[src/rtl/adc_power_acc.sv]
// Windowed power integrator: sums |s|^2 of four signed 8-bit ADC lanes over 2^acc_len valid cycles
// and publishes the saturated 32-bit total with a one-cycle dump strobe.
module adc_power_acc #(
   parameter int ACC_W   = 48,
   parameter int MAX_LEN = 24
) (
   input  logic        user_clk,
   input  logic        user_rst_n,
   input  logic [31:0] adc_data,
   input  logic        adc_valid,
   input  logic        sync,
   input  logic [4:0]  acc_len,
   output logic [31:0] user_data_out,
   output logic        dump,
   output logic        sat_flag,
   output logic [15:0] dump_count
);

   localparam int CNT_W = MAX_LEN + 2;
   localparam logic [ACC_W-1:0] OUT_MAX = ACC_W'(64'h0000_0000_FFFF_FFFF);

   typedef enum logic {IDLE, RUN} state_t;

   function automatic logic [14:0] square8(input logic signed [7:0] s);
      logic [7:0]  mag;
      logic [15:0] p;
      mag = s[7] ? (~s + 8'd1) : s;
      p   = 16'(mag) * 16'(mag);
      return 15'(p);
   endfunction

   function automatic logic [31:0] sat32(input logic [ACC_W-1:0] v);
      return (v > OUT_MAX) ? 32'hFFFF_FFFF : v[31:0];
   endfunction

   state_t            state_q, state_d;
   logic              sync_pend_q, sync_pend_d;
   logic              vld_p1_q, vld_p1_d, start_p1_q, start_p1_d;
   logic              vld_p2_q, vld_p2_d, start_p2_q, start_p2_d;
   logic [14:0]       sq_p1_q [4];
   logic [14:0]       sq_p1_d [4];
   logic [16:0]       sum_p2_q, sum_p2_d;
   logic [ACC_W-1:0]  acc_q, acc_d, acc_sum;
   logic [CNT_W-1:0]  cnt_q, cnt_d, cnt_inc;
   logic [4:0]        len_q, len_d, len_in, eff_len;
   logic [31:0]       out_q, out_d;
   logic              sat_q, sat_d, dump_q, dump_d;
   logic [15:0]       dcount_q, dcount_d;
   logic              win_full, take;

   // Stage 0 -> 1: window-start tagging and per-lane squares
   always_comb begin
      vld_p1_d    = adc_valid;
      start_p1_d  = adc_valid & (sync | sync_pend_q);
      sync_pend_d = adc_valid ? 1'b0 : (sync | sync_pend_q);
      for (int i = 0; i < 4; i++) begin
         sq_p1_d[i] = square8(adc_data[8*i +: 8]);
      end
   end

   // Stage 1 -> 2: lane sum
   always_comb begin
      vld_p2_d   = vld_p1_q;
      start_p2_d = start_p1_q;
      sum_p2_d   = 17'(sq_p1_q[0]) + 17'(sq_p1_q[1]) + 17'(sq_p1_q[2]) + 17'(sq_p1_q[3]);
   end

   // Stage 2 -> 3: accumulate, window completion and dump
   always_comb begin
      len_in   = (acc_len > 5'(MAX_LEN)) ? 5'(MAX_LEN) : acc_len;
      eff_len  = start_p2_q ? len_in : len_q;
      acc_sum  = (start_p2_q ? '0 : acc_q) + ACC_W'(sum_p2_q);
      cnt_inc  = start_p2_q ? CNT_W'(1) : cnt_q + CNT_W'(1);
      win_full = (cnt_inc == (CNT_W'(1) << eff_len));

      take     = 1'b0;
      state_d  = state_q;
      acc_d    = acc_q;
      cnt_d    = cnt_q;
      len_d    = len_q;
      out_d    = out_q;
      sat_d    = sat_q;
      dump_d   = 1'b0;
      dcount_d = dcount_q;

      case (state_q)
         IDLE: begin
            if (vld_p2_q && start_p2_q) begin
               state_d = RUN;
               take    = 1'b1;
            end
         end
         RUN: take = vld_p2_q;
      endcase

      if (take) begin
         len_d = eff_len;
         if (win_full) begin
            out_d    = sat32(acc_sum);
            sat_d    = (acc_sum > OUT_MAX);
            dump_d   = 1'b1;
            dcount_d = dcount_q + 16'd1;
            acc_d    = '0;
            cnt_d    = '0;
         end else begin
            acc_d = acc_sum;
            cnt_d = cnt_inc;
         end
      end
   end

   always_ff @(posedge user_clk or negedge user_rst_n) begin
      if (!user_rst_n) begin
         state_q     <= IDLE;
         sync_pend_q <= 1'b0;
         vld_p1_q    <= 1'b0;
         start_p1_q  <= 1'b0;
         vld_p2_q    <= 1'b0;
         start_p2_q  <= 1'b0;
         acc_q       <= '0;
         cnt_q       <= '0;
         len_q       <= '0;
         out_q       <= '0;
         sat_q       <= 1'b0;
         dump_q      <= 1'b0;
         dcount_q    <= '0;
      end else begin
         state_q     <= state_d;
         sync_pend_q <= sync_pend_d;
         vld_p1_q    <= vld_p1_d;
         start_p1_q  <= start_p1_d;
         vld_p2_q    <= vld_p2_d;
         start_p2_q  <= start_p2_d;
         acc_q       <= acc_d;
         cnt_q       <= cnt_d;
         len_q       <= len_d;
         out_q       <= out_d;
         sat_q       <= sat_d;
         dump_q      <= dump_d;
         dcount_q    <= dcount_d;
      end
   end

   // Datapath registers only move under the valid tags, so they carry no reset
   always_ff @(posedge user_clk) begin
      sq_p1_q  <= sq_p1_d;
      sum_p2_q <= sum_p2_d;
   end

   assign user_data_out = out_q;
   assign dump          = dump_q;
   assign sat_flag      = sat_q;
   assign dump_count    = dcount_q;

endmodule

[config.mk]
export PLATFORM = sky130hd
export DESIGN_NAME = adc_power_acc
export DESIGN_NICKNAME = d
export VERILOG_FILES = /design/src/rtl/adc_power_acc.sv
export SDC_FILE = /design/constraint.sdc
export NUM_CORES = 1
export LEC_CHECK = 0
export CAP_MARGIN = 20
export CORE_MARGIN = 3
export CORE_UTILIZATION = 25
export DETAILED_ROUTE_END_ITERATION = 16
export PLACE_DENSITY_LB_ADDON = 0.3
export RECOVER_POWER = 25
export SLEW_MARGIN = 5
export SYNTH_ARGS = -nofsm -noshare
export SYNTH_HDL_FRONTEND = slang
export SYNTH_SLANG_ARGS = --single-unit
export TNS_END_PERCENT = 30
[constraint.sdc]
create_clock -name user_clk -period 8.2 [get_ports user_clk]
set_input_delay 2.46 -clock user_clk [delete_from_list [all_inputs] [get_ports user_clk]]
set_output_delay 2.46 -clock user_clk [all_outputs]
set_load 0.02 [all_outputs]
# ---- Yosys cells after proc, flatten, opt, wreduce, memory -nomap -nowiden
# Cells that the tools add are included.
dict set report word_totals {
  word_cells 62
  regBits 212
  output_inout_bits 50
}
dict set report classes {
  n_addsub 10
  order_cmp 2
  n_mux 17
  bitwise 7
  eq_ne 1
  n_shift 1
  reduce_logical 2
  mul 4
}
# op count
set ops {}
lappend ops {{two-way mux 48 bit} 2}
lappend ops {{multiplier 8 x 8 -> 15 bit} 4}
lappend ops {{two-way mux 26 bit} 2}
lappend ops {{adder 48 x 17 -> 48 bit} 1}
lappend ops {{greater-than comparator 48 x 32 -> 1 bit (second input constant)} 1}
lappend ops {{adder 8 x 1 -> 8 bit (second input constant)} 4}
lappend ops {{two-way mux 32 bit} 1}
lappend ops {{two-way mux 8 bit} 4}
lappend ops {{inverter 8 bit} 4}
lappend ops {{adder 26 x 1 -> 26 bit (second input constant)} 1}
lappend ops {{equality test 26 bit} 1}
lappend ops {{<< shifter 1 x 5 -> 26 bit (first input constant)} 1}
lappend ops {{adder 16 x 15 -> 17 bit} 1}
lappend ops {{adder 17 x 15 -> 17 bit} 1}
lappend ops {{adder 15 x 15 -> 16 bit} 1}
lappend ops {{adder 16 x 1 -> 16 bit (second input constant)} 1}
lappend ops {{two-way mux 5 bit} 2}
lappend ops {{greater-than comparator 5 bit (second input constant)} 1}
lappend ops {{two-way mux 1 bit} 5}
lappend ops {{one-hot mux 1 bit (2 select lines)} 1}
lappend ops {{AND reduction 2 bit} 1}
lappend ops {{AND 1 bit} 1}
lappend ops {{logical AND 1 bit} 1}
lappend ops {{inverter 1 bit} 1}
lappend ops {{OR 1 bit} 1}

# ---- Longest topological paths before layout
dict set report depth {
  word_depth 7
  mapped_depth 26
}

# ---- Worst setup path before layout
# No wires, ideal clock.
dict set report synth_timing {
  path_type {input port to flip-flop}
  start {input adc_data[27]}
  end {register sq_p1_q[14] in the netlist's numbering}
  arrival_ns 7.310
  n_path_buf 0
  required_time_ns 8.082
  path_slack_ns 0.771
  path_stages 17
  path_cell_list {or3_1 or3_1 or4b_2 nor2_1 fa_1 fa_1 inv_1 fa_1 fa_1 inv_1 ha_1 nor2b_1 o21a_1 nor3_1 nor2_1 o41a_1 xnor2_1}
}
# element line
set synth_rtl {}
lappend synth_rtl {{from (decl)} 9} ;# input logic [31:0] adc_data,
lappend synth_rtl {{to (signal assigned)} 146} ;# sq_p1_q <= sq_p1_d;
lappend synth_rtl {{to (decl)} 40} ;# logic [14:0] sq_p1_q [4];

==> impl_results.md <==
- Gp weighted congestion: 0.8733
- Share of cells above drive strength 1: just under 6%
- RSZ-0062 raised after global routing: no
- Die width: 276.0 um
- WP data arrival: approximately 8 ns
- Initial antenna violation count: 0
- Final max-slew violation count: ~150
- Initial Utilization: 25.36%
- Crit. Startpoint: adc_data[27]
- Crit path cell chain: clkdlybuf4s50_1 > or3_1 > or3_1 > or4b_2 > nor2_1 > fa_1 > fa_1 > inv_1 > fa_1 > fa_1 > inv_1 > ha_1 > nor2b_1 > o21a_1 > nor3_1 > nor2_1 > o41a_1 > xnor2_1
- Seq pwr share: 21.0%
- Clock power share: 16.7%
- Critical path class: in2reg
- CTS buffer count: 27
- Critical-path cell with the highest stage delay: or4b_2
- Rel. slew slack: -239.4%
- Gr ovfl total: 0
- Netlist cell types: 90
- Clock sinks: 208
- H-tree level count: 1
- Layout Skew: approximately 0.021 ns
- ANT cells: 0
- DR pass1 iterations: 4
- Top-area cell type share of the netlist area: about 19%
- Largest cells by area after synthesis: dfrtp_1 19%, fa_1 14%, ha_1 11%, dfxtp_1 8.0%, xnor2_1 6.2%
- CTS Hold Bufs: 0
- Reg clk slew, reported paths: about 0.060 ns
- Critical Path End Type: register
- Internal power: 4.315 mW
- GRT Overall Usage: about an eighth
- Maximum VDD drop: around 0.34 mV
- Worst skew pair latency: about 0.56 ns
- Violated checks: capacitance limit, slew limit
- Number of global-route vias before repair: around 15000
- Die height: between 200 and 300 um
- Max-Cap Viols: 2
- Routed Antenna Nets: 0
- Pin count of the biggest net entering global routing: 88
- Clk root buf: clkbuf_16
- I/O Buffers: 90
- WL per Instance: ~15 um
- Layout Nets: roughly 2500
- Stages on the worst setup path: 18
- Register area share after synthesis: a little over a quarter
- Setup Fix Bufs, Post-CTS: 0
- Setup crit start kind: primary input
- Reg2Reg Launch Point: start_p2_q$_DFF_PN0_
- Cells after Synth: around 2100
- Setup TNS: 0 ns
- Yosys warnings: 0
- Critical hold path startpoint: vld_p1_q$_DFF_PN0_
- Worst hold-check path type: reg2reg
- Routed wire length: ~47 mm
- Area Growth Syn to Fin: 17.12%
- CTS tree: yes
- Syn Area/Cell: ~8.9 um2
- Via density: 4.635
- Switch Pwr: ~3.2 mW
- Worst path max stage delay: around 0.65 ns
- #FFs+latches synth: between 200 and 250
- Gate power share: a little over 60%
- Switching Share: a little over two fifths
- Post-route DRC: 0
- Routed vias: 14500
- CP Buf/Inv Count: 3
- Slew @ Worst Pin: 5.091 ns
- Die area: around 76000 um2
- Fmax: 132.6 MHz
- CP max FO: 3
- Hold Path Depth: 0
- Final min period: 7.539 ns
- Post-cts resize count: 0
- Area leader, netlist: dfrtp_1
- Post-synth EDFFs: 0
- Total core area: about 72000 um2
- Fin crit share: about nine tenths
- Pwr per Cell Area: around 350 nW/um2
- Main synth FF type: dfrtp_1
- Hold Violations, Final: 0
- First-pass GRT wire length: ~77 mm
- Final setup violation count: 0
- Max Buffers Root-to-Sink: 3
- Cell mode on critical path: fa_1
- # IOs: between 90 and 100
- Rows: about 100
- Async S/R FF share, synth: 64.90%
- Pwr Total: approximately 7.5 mW
- Status: finished, violations left
- HPWL after DPL: 35.76 mm
- Reg2Reg Depth: 13
- Pleak: approximately 9.5 nW
- Mapped Area: roughly 18000 um2
- Cell family with most CP delay: adder cells
- Iter 0 DRT Violations: 829
- WP data required: ~8.6 ns
-- per-layer routing --
layer / vias up / track usage [%] / wire [um]
met2: 227 / 22.64 / 23790
met3: 58 / 1.620 / 1687
met1: 7016 / 15.15 / 20060
li1: 7196 / - / -
met5: - / 0 / 0
met4: 0 / 3.041 / 1015
-- metrics by stage --
step           hold slack [ns]  area, um2  setup slack (ns)  util [%]  cells
2_1_floorplan           0.3312      18320            0.7713         -   2077
3_3_place_gp            0.3423      20400            0.1257     28.39   3078
3_5_place_dp            0.3355      20400           0.08545     28.39   3078
4_1_cts                 0.3497      21360            0.6600     29.72   3128
5_1_grt                 0.3503      21340            0.2306     29.70   3128
6_report                0.3478      21340            0.6611     29.70   3128
-- cell usage in the layout (no fill, tap or decap), types with 77 or more instances in the layout --
master / count
dfrtp_1: 135
ha_1: 157
inv_1: 224
nor2_1: 193
o21ai_0: 77
fa_1: 127
xnor2_1: 128
nand2_1: 172
clkdlybuf4s50_1: 86
-- flip-flops by register name, indices dropped and copies added, names as in the netlist, 5 cells and up --
name and flops:
user_data_out 32, sum_p2_q 17, cnt_q 26, len_q 5, sq_p1_q 56, dump_count 16, acc_q 48
-- synth_stat cells, drive strengths merged (5+ instances only) --
cell / instances
a21o: 20
a21oi: 73
a22o: 8
a31oi: 14
and2: 15
and3: 13
and4: 12
buf: 14
clkbuf: 61
dfrtp: 135
dfxtp: 73
fa: 127
ha: 157
inv: 225
mux2: 9
mux2i: 21
nand2: 173
nand2b: 18
nand3: 37
nand4: 37
nand4b: 5
nor2: 193
nor2b: 55
nor3: 48
nor4: 24
o211ai: 7
o21a: 22
o21ai: 79
o21bai: 15
o22a: 27
o22ai: 11
o31ai: 30
o32a: 7
o41ai: 6
or2: 18
or3: 10
or4: 11
xnor2: 128
xor2: 36
-- power groups by stage --
stage | sequential [mW] | clock [mW] | combinational [mW]
final | 1.58 | 1.25 | 4.68
after global routing | 1.62 | 1.34 | 5.41
after CTS | 1.59 | 1.30 | 4.75
after detailed placement | 1.61 | 0 | 4.71
after global placement | 1.61 | 0 | 4.67
after floorplan | 1.53 | 0 | 3.76
-- area by class of cell --
class	instances	area (um2)
clock buffer	36	812.0
clock inverter	14	143.9
fill	7585	50510
inverter	229	859.6
multi-input combinational	1565	12340
sequential	208	4840
tap	950	1189
timing repair buffer	126	1161
-- path summary, 6_finish.rpt --
check                                                 to  slack, ns
setup reg to reg           user_data_out[29]$_DFFE_PN0P_       1.70
min in group asynchronous           len_q[0]$_DFFE_PN0P_       3.76
hold reg to reg                       vld_p2_q$_DFF_PN0_       0.35
max in group asynchronous          acc_q[11]$_DFFE_PN0P_       1.56
setup / recovery                     sq_p1_q[14]$_DFF_P_       0.66
hold / removal                        vld_p2_q$_DFF_PN0_       0.35
-- cells by family after synthesis --
family / Yosys count / share of synthesized area (%)
xor gates and xnor gates: 164 / 7.882
other: 2 / 0.04121
DFF: 208 / 26.56
muxes: 30 / 1.730
adders and majority gates: 284 / 24.73
buffers and inverters: 304 / 6.351
AOI/OAI and AO/OA: 373 / 13.99
and+or+nand+nor: 686 / 18.72
-- worst register-to-register path, delay by kind of cell, from the launching register on --
kind,cells,cell delay [ns]
simple gates,7,2.09
compound gates,3,1.30
buf+inv,3,1.16
flops,1,1.82
No activity file was read; power rests on OpenSTA's default activity.
